File: src/rtl/l1_beat_bus_interface_if.sv
// Signal bundle for l1_beat_bus_interface: controller/snooper requests, outgoing
// bus beats and incoming fill beats. The block itself connects through the master modport.
interface l1_beat_bus_interface_if #(
    parameter int unsigned DATA_WIDTH        = 32,
    parameter int unsigned ADDRESS_BITS      = 32,
    parameter int unsigned MSG_BITS          = 4,
    parameter int unsigned CACHE_OFFSET_BITS = 2,
    parameter int unsigned BUS_OFFSET_BITS   = 0
);
    localparam int unsigned CACHE_WIDTH = DATA_WIDTH << CACHE_OFFSET_BITS;
    localparam int unsigned BUS_WIDTH   = DATA_WIDTH << BUS_OFFSET_BITS;
    localparam int unsigned BW          = CACHE_OFFSET_BITS - BUS_OFFSET_BITS + 1;

    logic                    cache_valid_in;
    logic [MSG_BITS-1:0]     cache_msg_in;
    logic [ADDRESS_BITS-1:0] cache_address_in;
    logic [CACHE_WIDTH-1:0]  cache_data_in;
    logic                    cache_ready_out;

    logic                    snoop_valid_in;
    logic [MSG_BITS-1:0]     snoop_msg_in;
    logic [ADDRESS_BITS-1:0] snoop_address_in;
    logic [CACHE_WIDTH-1:0]  snoop_data_in;
    logic                    snoop_ready_out;

    logic                    bus_grant;
    logic                    bus_beat_ack;
    logic                    bus_valid_out;
    logic [MSG_BITS-1:0]     bus_msg_out;
    logic [ADDRESS_BITS-1:0] bus_address_out;
    logic [BUS_WIDTH-1:0]    bus_data_out;
    logic [BW-1:0]           active_offset;
    logic                    send_done;

    logic                    bus_beat_valid_in;
    logic [BUS_WIDTH-1:0]    bus_data_in;
    logic [CACHE_WIDTH-1:0]  line_data_out;
    logic                    line_valid_out;

    modport master (
        input  cache_valid_in, cache_msg_in, cache_address_in, cache_data_in,
        output cache_ready_out,
        input  snoop_valid_in, snoop_msg_in, snoop_address_in, snoop_data_in,
        output snoop_ready_out,
        input  bus_grant, bus_beat_ack,
        output bus_valid_out, bus_msg_out, bus_address_out, bus_data_out,
        output active_offset, send_done,
        input  bus_beat_valid_in, bus_data_in,
        output line_data_out, line_valid_out
    );

    modport slave (
        output cache_valid_in, cache_msg_in, cache_address_in, cache_data_in,
        input  cache_ready_out,
        output snoop_valid_in, snoop_msg_in, snoop_address_in, snoop_data_in,
        input  snoop_ready_out,
        output bus_grant, bus_beat_ack,
        input  bus_valid_out, bus_msg_out, bus_address_out, bus_data_out,
        input  active_offset, send_done,
        output bus_beat_valid_in, bus_data_in,
        input  line_data_out, line_valid_out
    );
endinterface

File: src/rtl/l1_beat_bus_interface.sv
// Splits a cache line into bus beats for controller/snooper requests and,
// independently, reassembles incoming fill beats into whole lines.
module l1_beat_bus_interface #(
    parameter int unsigned DATA_WIDTH        = 32,
    parameter int unsigned ADDRESS_BITS      = 32,
    parameter int unsigned MSG_BITS          = 4,
    parameter int unsigned CACHE_OFFSET_BITS = 2,
    parameter int unsigned BUS_OFFSET_BITS   = 0
) (
    input  logic                           clock,
    input  logic                           reset,
    l1_beat_bus_interface_if.master        bus_if
);
    localparam int unsigned CACHE_WIDTH = DATA_WIDTH << CACHE_OFFSET_BITS;
    localparam int unsigned BUS_WIDTH   = DATA_WIDTH << BUS_OFFSET_BITS;
    localparam int unsigned BEATS       = 1 << (CACHE_OFFSET_BITS - BUS_OFFSET_BITS);
    localparam int unsigned BW          = CACHE_OFFSET_BITS - BUS_OFFSET_BITS + 1;
    localparam logic [BW-1:0] LAST_BEAT = BW'(BEATS - 1);
    localparam logic [ADDRESS_BITS-1:0] BASE_MASK = ~ADDRESS_BITS'((1 << CACHE_OFFSET_BITS) - 1);

    if (BUS_OFFSET_BITS > CACHE_OFFSET_BITS) begin : g_bad_cfg
        $error("BUS_OFFSET_BITS must not exceed CACHE_OFFSET_BITS");
    end

    typedef enum logic [1:0] {IDLE, SEND, DONE} state_e;

    state_e                  state_q, state_d;
    logic [BW-1:0]           beat_q, beat_d;
    logic [MSG_BITS-1:0]     msg_q, msg_d;
    logic [ADDRESS_BITS-1:0] addr_q, addr_d;
    logic [CACHE_WIDTH-1:0]  line_q, line_d;
    logic [BW-1:0]           fcnt_q, fcnt_d;
    logic [CACHE_WIDTH-1:0]  fill_q, fill_d;
    logic [CACHE_WIDTH-1:0]  fill_line_q, fill_line_d;
    logic                    line_valid_q, line_valid_d;
    logic                    snoop_accept, cache_accept, beat_done;

    always_ff @(posedge clock or negedge reset) begin
        if (!reset) begin
            state_q      <= IDLE;
            beat_q       <= '0;
            msg_q        <= '0;
            addr_q       <= '0;
            line_q       <= '0;
            fcnt_q       <= '0;
            fill_q       <= '0;
            fill_line_q  <= '0;
            line_valid_q <= 1'b0;
        end else begin
            state_q      <= state_d;
            beat_q       <= beat_d;
            msg_q        <= msg_d;
            addr_q       <= addr_d;
            line_q       <= line_d;
            fcnt_q       <= fcnt_d;
            fill_q       <= fill_d;
            fill_line_q  <= fill_line_d;
            line_valid_q <= line_valid_d;
        end
    end

    // Send FSM next state; snoop responses win over controller requests.
    always_comb begin
        state_d      = state_q;
        beat_d       = beat_q;
        msg_d        = msg_q;
        addr_d       = addr_q;
        line_d       = line_q;
        snoop_accept = 1'b0;
        cache_accept = 1'b0;
        beat_done    = bus_if.bus_grant && bus_if.bus_beat_ack;
        unique case (state_q)
            IDLE: begin
                snoop_accept = bus_if.snoop_valid_in;
                cache_accept = !bus_if.snoop_valid_in && bus_if.cache_valid_in;
                if (snoop_accept) begin
                    msg_d   = bus_if.snoop_msg_in;
                    addr_d  = bus_if.snoop_address_in & BASE_MASK;
                    line_d  = bus_if.snoop_data_in;
                    beat_d  = '0;
                    state_d = SEND;
                end else if (cache_accept) begin
                    msg_d   = bus_if.cache_msg_in;
                    addr_d  = bus_if.cache_address_in & BASE_MASK;
                    line_d  = bus_if.cache_data_in;
                    beat_d  = '0;
                    state_d = SEND;
                end
            end
            SEND: begin
                if (beat_done) begin
                    if (beat_q == LAST_BEAT) begin
                        state_d = DONE;
                    end else begin
                        beat_d = beat_q + 1'b1;
                    end
                end
            end
            DONE:    state_d = IDLE;
            default: state_d = IDLE;
        endcase
    end

    // Fill assembly: the completed line is merged with the final beat in the same cycle.
    always_comb begin
        fcnt_d       = fcnt_q;
        fill_d       = fill_q;
        fill_line_d  = fill_line_q;
        line_valid_d = 1'b0;
        if (bus_if.bus_beat_valid_in) begin
            fill_d[fcnt_q*BUS_WIDTH +: BUS_WIDTH] = bus_if.bus_data_in;
            if (fcnt_q == LAST_BEAT) begin
                fcnt_d       = '0;
                fill_line_d  = fill_d;
                line_valid_d = 1'b1;
            end else begin
                fcnt_d = fcnt_q + 1'b1;
            end
        end
    end

    // Ready outputs are gated by reset so every output reads 0 while it is held.
    always_comb begin
        bus_if.cache_ready_out = cache_accept && reset;
        bus_if.snoop_ready_out = snoop_accept && reset;
        bus_if.bus_valid_out   = 1'b0;
        bus_if.bus_msg_out     = '0;
        bus_if.bus_address_out = '0;
        bus_if.bus_data_out    = '0;
        bus_if.active_offset   = '0;
        bus_if.send_done       = (state_q == DONE);
        bus_if.line_data_out   = fill_line_q;
        bus_if.line_valid_out  = line_valid_q;
        if (state_q == SEND) begin
            bus_if.bus_valid_out   = bus_if.bus_grant;
            bus_if.bus_msg_out     = msg_q;
            bus_if.bus_address_out = addr_q | (ADDRESS_BITS'(beat_q) << BUS_OFFSET_BITS);
            bus_if.bus_data_out    = line_q[beat_q*BUS_WIDTH +: BUS_WIDTH];
            bus_if.active_offset   = beat_q;
        end
    end
endmodule

File: src/flat_wrapper.sv
// flat-port wrapper written by rule: the top's interface ports become plain ports
module l1_beat_bus_interface_flat 
#(
    parameter int unsigned DATA_WIDTH        = 32,
    parameter int unsigned ADDRESS_BITS      = 32,
    parameter int unsigned MSG_BITS          = 4,
    parameter int unsigned CACHE_OFFSET_BITS = 2,
    parameter int unsigned BUS_OFFSET_BITS   = 0
)
  (clock, reset, bus_if_cache_valid_in, bus_if_cache_msg_in, bus_if_cache_address_in, bus_if_cache_data_in, bus_if_cache_ready_out, bus_if_snoop_valid_in, bus_if_snoop_msg_in, bus_if_snoop_address_in, bus_if_snoop_data_in, bus_if_snoop_ready_out, bus_if_bus_grant, bus_if_bus_beat_ack, bus_if_bus_valid_out, bus_if_bus_msg_out, bus_if_bus_address_out, bus_if_bus_data_out, bus_if_active_offset, bus_if_send_done, bus_if_bus_beat_valid_in, bus_if_bus_data_in, bus_if_line_data_out, bus_if_line_valid_out);
  l1_beat_bus_interface_if #(.DATA_WIDTH(DATA_WIDTH), .ADDRESS_BITS(ADDRESS_BITS), .MSG_BITS(MSG_BITS), .CACHE_OFFSET_BITS(CACHE_OFFSET_BITS), .BUS_OFFSET_BITS(BUS_OFFSET_BITS)) bus_if_i ();
  input  logic clock;
  input  logic reset;
  input wire logic [$bits(bus_if_i.cache_valid_in)-1:0] bus_if_cache_valid_in;
  input wire logic [$bits(bus_if_i.cache_msg_in)-1:0] bus_if_cache_msg_in;
  input wire logic [$bits(bus_if_i.cache_address_in)-1:0] bus_if_cache_address_in;
  input wire logic [$bits(bus_if_i.cache_data_in)-1:0] bus_if_cache_data_in;
  output wire logic [$bits(bus_if_i.cache_ready_out)-1:0] bus_if_cache_ready_out;
  input wire logic [$bits(bus_if_i.snoop_valid_in)-1:0] bus_if_snoop_valid_in;
  input wire logic [$bits(bus_if_i.snoop_msg_in)-1:0] bus_if_snoop_msg_in;
  input wire logic [$bits(bus_if_i.snoop_address_in)-1:0] bus_if_snoop_address_in;
  input wire logic [$bits(bus_if_i.snoop_data_in)-1:0] bus_if_snoop_data_in;
  output wire logic [$bits(bus_if_i.snoop_ready_out)-1:0] bus_if_snoop_ready_out;
  input wire logic [$bits(bus_if_i.bus_grant)-1:0] bus_if_bus_grant;
  input wire logic [$bits(bus_if_i.bus_beat_ack)-1:0] bus_if_bus_beat_ack;
  output wire logic [$bits(bus_if_i.bus_valid_out)-1:0] bus_if_bus_valid_out;
  output wire logic [$bits(bus_if_i.bus_msg_out)-1:0] bus_if_bus_msg_out;
  output wire logic [$bits(bus_if_i.bus_address_out)-1:0] bus_if_bus_address_out;
  output wire logic [$bits(bus_if_i.bus_data_out)-1:0] bus_if_bus_data_out;
  output wire logic [$bits(bus_if_i.active_offset)-1:0] bus_if_active_offset;
  output wire logic [$bits(bus_if_i.send_done)-1:0] bus_if_send_done;
  input wire logic [$bits(bus_if_i.bus_beat_valid_in)-1:0] bus_if_bus_beat_valid_in;
  input wire logic [$bits(bus_if_i.bus_data_in)-1:0] bus_if_bus_data_in;
  output wire logic [$bits(bus_if_i.line_data_out)-1:0] bus_if_line_data_out;
  output wire logic [$bits(bus_if_i.line_valid_out)-1:0] bus_if_line_valid_out;
  assign bus_if_i.cache_valid_in = bus_if_cache_valid_in;
  assign bus_if_i.cache_msg_in = bus_if_cache_msg_in;
  assign bus_if_i.cache_address_in = bus_if_cache_address_in;
  assign bus_if_i.cache_data_in = bus_if_cache_data_in;
  assign bus_if_cache_ready_out = bus_if_i.cache_ready_out;
  assign bus_if_i.snoop_valid_in = bus_if_snoop_valid_in;
  assign bus_if_i.snoop_msg_in = bus_if_snoop_msg_in;
  assign bus_if_i.snoop_address_in = bus_if_snoop_address_in;
  assign bus_if_i.snoop_data_in = bus_if_snoop_data_in;
  assign bus_if_snoop_ready_out = bus_if_i.snoop_ready_out;
  assign bus_if_i.bus_grant = bus_if_bus_grant;
  assign bus_if_i.bus_beat_ack = bus_if_bus_beat_ack;
  assign bus_if_bus_valid_out = bus_if_i.bus_valid_out;
  assign bus_if_bus_msg_out = bus_if_i.bus_msg_out;
  assign bus_if_bus_address_out = bus_if_i.bus_address_out;
  assign bus_if_bus_data_out = bus_if_i.bus_data_out;
  assign bus_if_active_offset = bus_if_i.active_offset;
  assign bus_if_send_done = bus_if_i.send_done;
  assign bus_if_i.bus_beat_valid_in = bus_if_bus_beat_valid_in;
  assign bus_if_i.bus_data_in = bus_if_bus_data_in;
  assign bus_if_line_data_out = bus_if_i.line_data_out;
  assign bus_if_line_valid_out = bus_if_i.line_valid_out;
  l1_beat_bus_interface #(.DATA_WIDTH(DATA_WIDTH), .ADDRESS_BITS(ADDRESS_BITS), .MSG_BITS(MSG_BITS), .CACHE_OFFSET_BITS(CACHE_OFFSET_BITS), .BUS_OFFSET_BITS(BUS_OFFSET_BITS)) u_core (.clock(clock), .reset(reset), .bus_if(bus_if_i));
endmodule
File: config.mk
export PLATFORM = sky130hd
export DESIGN_NAME = l1_beat_bus_interface_flat
export DESIGN_NICKNAME = d
export VERILOG_FILES = /design/src/rtl/l1_beat_bus_interface_if.sv /design/src/rtl/l1_beat_bus_interface.sv /design/src/flat_wrapper.sv
export SDC_FILE = /design/constraint.sdc
export NUM_CORES = 1
export LEC_CHECK = 0
export CAP_MARGIN = 0
export CORE_MARGIN = 4
export CORE_UTILIZATION = 46
export DETAILED_ROUTE_END_ITERATION = 6
export PLACE_DENSITY = 0.83
export SLEW_MARGIN = 40
export SYNTH_ARGS = -nofsm -noshare
export SYNTH_HDL_FRONTEND = slang
export SYNTH_SLANG_ARGS = --single-unit
export TNS_END_PERCENT = 100
File: constraint.sdc
create_clock -name clock -period 4.2 [get_ports clock]
set_clock_uncertainty 0.2 [all_clocks]
set_input_delay 0.84 -clock clock [delete_from_list [all_inputs] [get_ports clock]]
set_output_delay 0.84 -clock clock [all_outputs]
set_load 0.05 [all_outputs]
==> metrics.sh <==
NUMCTSBUFFERS=46
DATA_REQUIRED_TIME_AT_THE_WORST_ENDPOINT_NS=3.16
HOLDCRITPATHCLASS='reg2reg'
SYN_AVG_CELL_AREA_UM2=12.7
SYN_INST=1614
POST-ROUTE-DRC-COUNT=0
START_UTIL_PCT=46.5
MULTIINPUTGATEAREA_UM2=9350
SYNTH_SEQ_AREA_SHARE_PCT=51.9
TIMING.FINAL.SETUP_VIOLATIONS=0
HOLD_VIOLATIONS=0
FINAL_CORE_UTILIZATION_PCT=64.8
CLOCK_SINK_COUNT=427
SYNTH_NETS=1986
DETAIL_ROUTE.FIRST_PASS.ITERATIONS=7
HPWL_UM=51700
CTS_HTREE_LEVELS=2
WORST_PATH_MAX_DELAY_CELL='clkdlybuf4s50_1'
STD_CELL_CORE_AREA_UM2=44200
TIMING.FINAL.CRIT_SHARE_PCT=96.0
GRT_START_MAX_NET_PINS=191
GRT_UTIL_ALL_LAYERS_PCT=28.2
FINALMAXSLEWVIOLATIONS=0
ROUTE.ANTENNA.REMAINING_NETS=0
GRT_FIRST_PASS_WIRELENGTH_UM=103000
P_LEAK_uW=0.0120
GRT_USE_MET1_PCT=34.5
SETUP_REPAIR_AFTER_GLOBAL_ROUTING_MISSED_ITS_MARGIN='false'
YOSYSMOSTFREQUENTCELL='dfrtp_1'
CTS_RESIZED=0
FF2FF_SETUP_SLACK_NS=0.69
REG2REG_DEPTH=7
DIE_HEIGHT_UM=219
CELL_AREA_REPORTED_AFTER_DETAILED_PLACEMENT_UM2=26900
GRTUSAGEMET3_PCT=7.90
CAP_VIOL_MAX_COUNT=0
DRT-TOTAL-WL_UM=70600
TRANSITION_TIME_AT_THE_PIN_WITH_THE_LEAST_SLEW_MARGIN_NS=0.810
NUM_IO_PINS=571
DR_TOTAL_VIAS=15700
FLOW.AREA_GROWTH_FROM_SYNTHESIS_PCT=39.3
FINAL_NET_COUNT=2500
CLKTRANSATPATHREGS_NS=0.06
GROUTE.LAYER.MET2.USAGE_PCT=45.9
TIMING.HOLD.WS_NS=0.276
CLOCK_LATENCY_NS=0.58
DP_SLACK_NS=0.722
GRT_OVERFLOW_TOTAL=0
INITIAL_ANTENNA_VIOLATION_COUNT=45
RUN_STATUS='complete, no violations'
HOLD_DEPTH=2
NUMBER_OF_GLOBAL_ROUTE_VIAS_BEFORE_REPAIR=16100
GLOBALPLACE.CONGESTION=0.943
EDFF_COUNT_SYNTH=0
TIMING.SETUP.TNS_NS=0
SETUP.WORST_PATH.END_CLASS='primary output'
MAX_SLEW_MARGIN_PCT=46.0
POST-ROUTE-CELL-AREA_UM2=28700
MAX-CLOCK-PATH-BUFFERS=3
N_FILL_CELL=3251
WL_PER_CELL_UM=25.2
POWER_DENSITY_nW_PER_UM2=832
YS_WARN_COUNT=0
FIN_WS_NS=0.166
CRIT_PATH_START_KIND='register'
POST_SYNTH_INSTANCE_AREA_UM2=20600
PATH_CLASS='reg2out'
FIRST_ITER_VIOLATIONS=1389
MAX_STAGE_DELAY_NS=0.75
TIMING.CRITICAL_PATH.CELLS='buf_12, mux4_2, and3_1, clkdlybuf4s50_1'
POSTSYNTHREGISTERBITS=427
DRIVE_GT1_SHARE_PCT=28.5
DESIGN.DIE.AREA_UM2=48200
SYNTH_COMMON_CELLS='dfrtp_1 (427), mux2_2 (421), nand2_1 (130)'
CTS_TREE='built'
DIE_WIDTH_UM=219
ROWS=77
POST-SYNTH-TOP-AREA-CELL='dfrtp_1'
FINALWORSTPATHREQUIREDPERIOD_NS=4.03
CTS-ROOT-BUF='clkbuf_16'
VIAS_PER_INSTANCE=5.62
SYNTH.AREA.TOP_CELLS='dfrtp_1 (52%), mux2_2 (23%), mux4_2 (3.5%), mux2i_1 (3.3%), o21ai_0 (2.4%)'
NETLIST.AREA_LEADER.SHARE_PCT=51.9
HIGHEST_NET_FANOUT_ALONG_THE_WORST_PATH=15
FINAL-SEQ-AREA_UM2=10700
SYNTHFLOPTYPE='dfrtp_1'
YOSYS.CELL_TYPES.COUNT=40
SYNTHARSTFLOPSHARE_PCT=100
VDD.IR_DROP.WORST_mV=0.719
GRT.BUSIEST_LAYER='met2'
MAX_FREQ_GHz=0.248
CRITICAL_PATH_ARRIVAL_NS=2.99
PORT-BUFFER-COUNT=566
[power breakdown]
group,total (uW),internal (uW),switching [uW]
sequential,7190,6040,1150
clock,4430,2700,1730
combinational,12200,5000,7210
total,23800,13700,10100
[registers in the layout, summed over array words and instances (netlist names)]
register and flops:
u_core.addr_q 30, u_core.fcnt_q 3, u_core.fill_q 128, u_core.line_q 128, u_core.msg_q 4, u_core.beat_q 3
u_core.state_q 2, u_core.bus_if.line_data_out 128, u_core.bus_if.line_valid_out 1
[worst max-delay path: cells and delay by family (launching register included)]
| family | cells | cell delay (ns) |
|---|---|---|
| buf+inv | 2 | 0.99 |
| mux | 1 | 0.53 |
| flops | 1 | 0.66 |
| simple gates | 1 | 0.23 |
[kinds of logic after synthesis]
| group | after synthesis | synth area share [%] |
|---|---|---|
| AOI/OAI and AO/OA | 230 | 6.60 |
| DFF | 427 | 51.9 |
| buffers and inverters | 141 | 3.00 |
| muxes | 551 | 32.1 |
| adders and majority gates | 5 | 0.304 |
| and+or+nand+nor | 260 | 6.10 |
[layout make-up]
type	count	share of cell area, %
Antenna cell	39	0.341
Timing Repair Buffer	601	21.2
Clock inverter	20	1.07
Inverter	6	0.0830
Multi-Input combinational cell	1046	32.6
Sequential cell	427	37.3
Clock buffer	65	4.76
Tap cell	592	2.59
[metrics by stage]
stage	power [uW]	instances
after floorplan	15100	1614
after global placement	19000	2670
after detailed placement	19400	2671
after CTS	23900	2757
after global routing	24900	2793
final	23800	2796
[routing by layer]
| metal | vias to the layer above | routed length [um] |
|---|---|---|
| li1 | 6899 | - |
| met1 | 7989 | 26600 |
| met2 | 678 | 35200 |
| met3 | 134 | 6050 |
| met4 | 8 | 2700 |
| met5 | - | 48 |
[cell usage in the layout (no fill, tap or decap), drive strengths merged, types with 37 or more instances in the layout]
master,count
and2,37
buf,38
clkbuf,65
clkdlybuf4s50,562
dfrtp,427
diode,39
mux2,452
mux2i,67
nand2,130
o211ai,64
o21ai,100
[what timing repair did]
item,in CTS,in global routing
setup buffers,0,0
hold buffers,1,0
hold endpoints to repair,23,0
[final timing paths]
check                                                       from                               end
max in group asynchronous                                  reset                 u_core.addr_q[30]
worst min-delay path            u_core.bus_if.line_data_out[107]  u_core.bus_if.line_data_out[107]
min in group asynchronous                                  reset                 u_core.line_q[96]
worst max register to register                  u_core.fcnt_q[0]   u_core.bus_if.line_data_out[31]
worst min register to register  u_core.bus_if.line_data_out[107]  u_core.bus_if.line_data_out[107]
worst max-delay path                            u_core.beat_q[0]           bus_if_bus_data_out[25]
(Power assumes the default switching activity.)
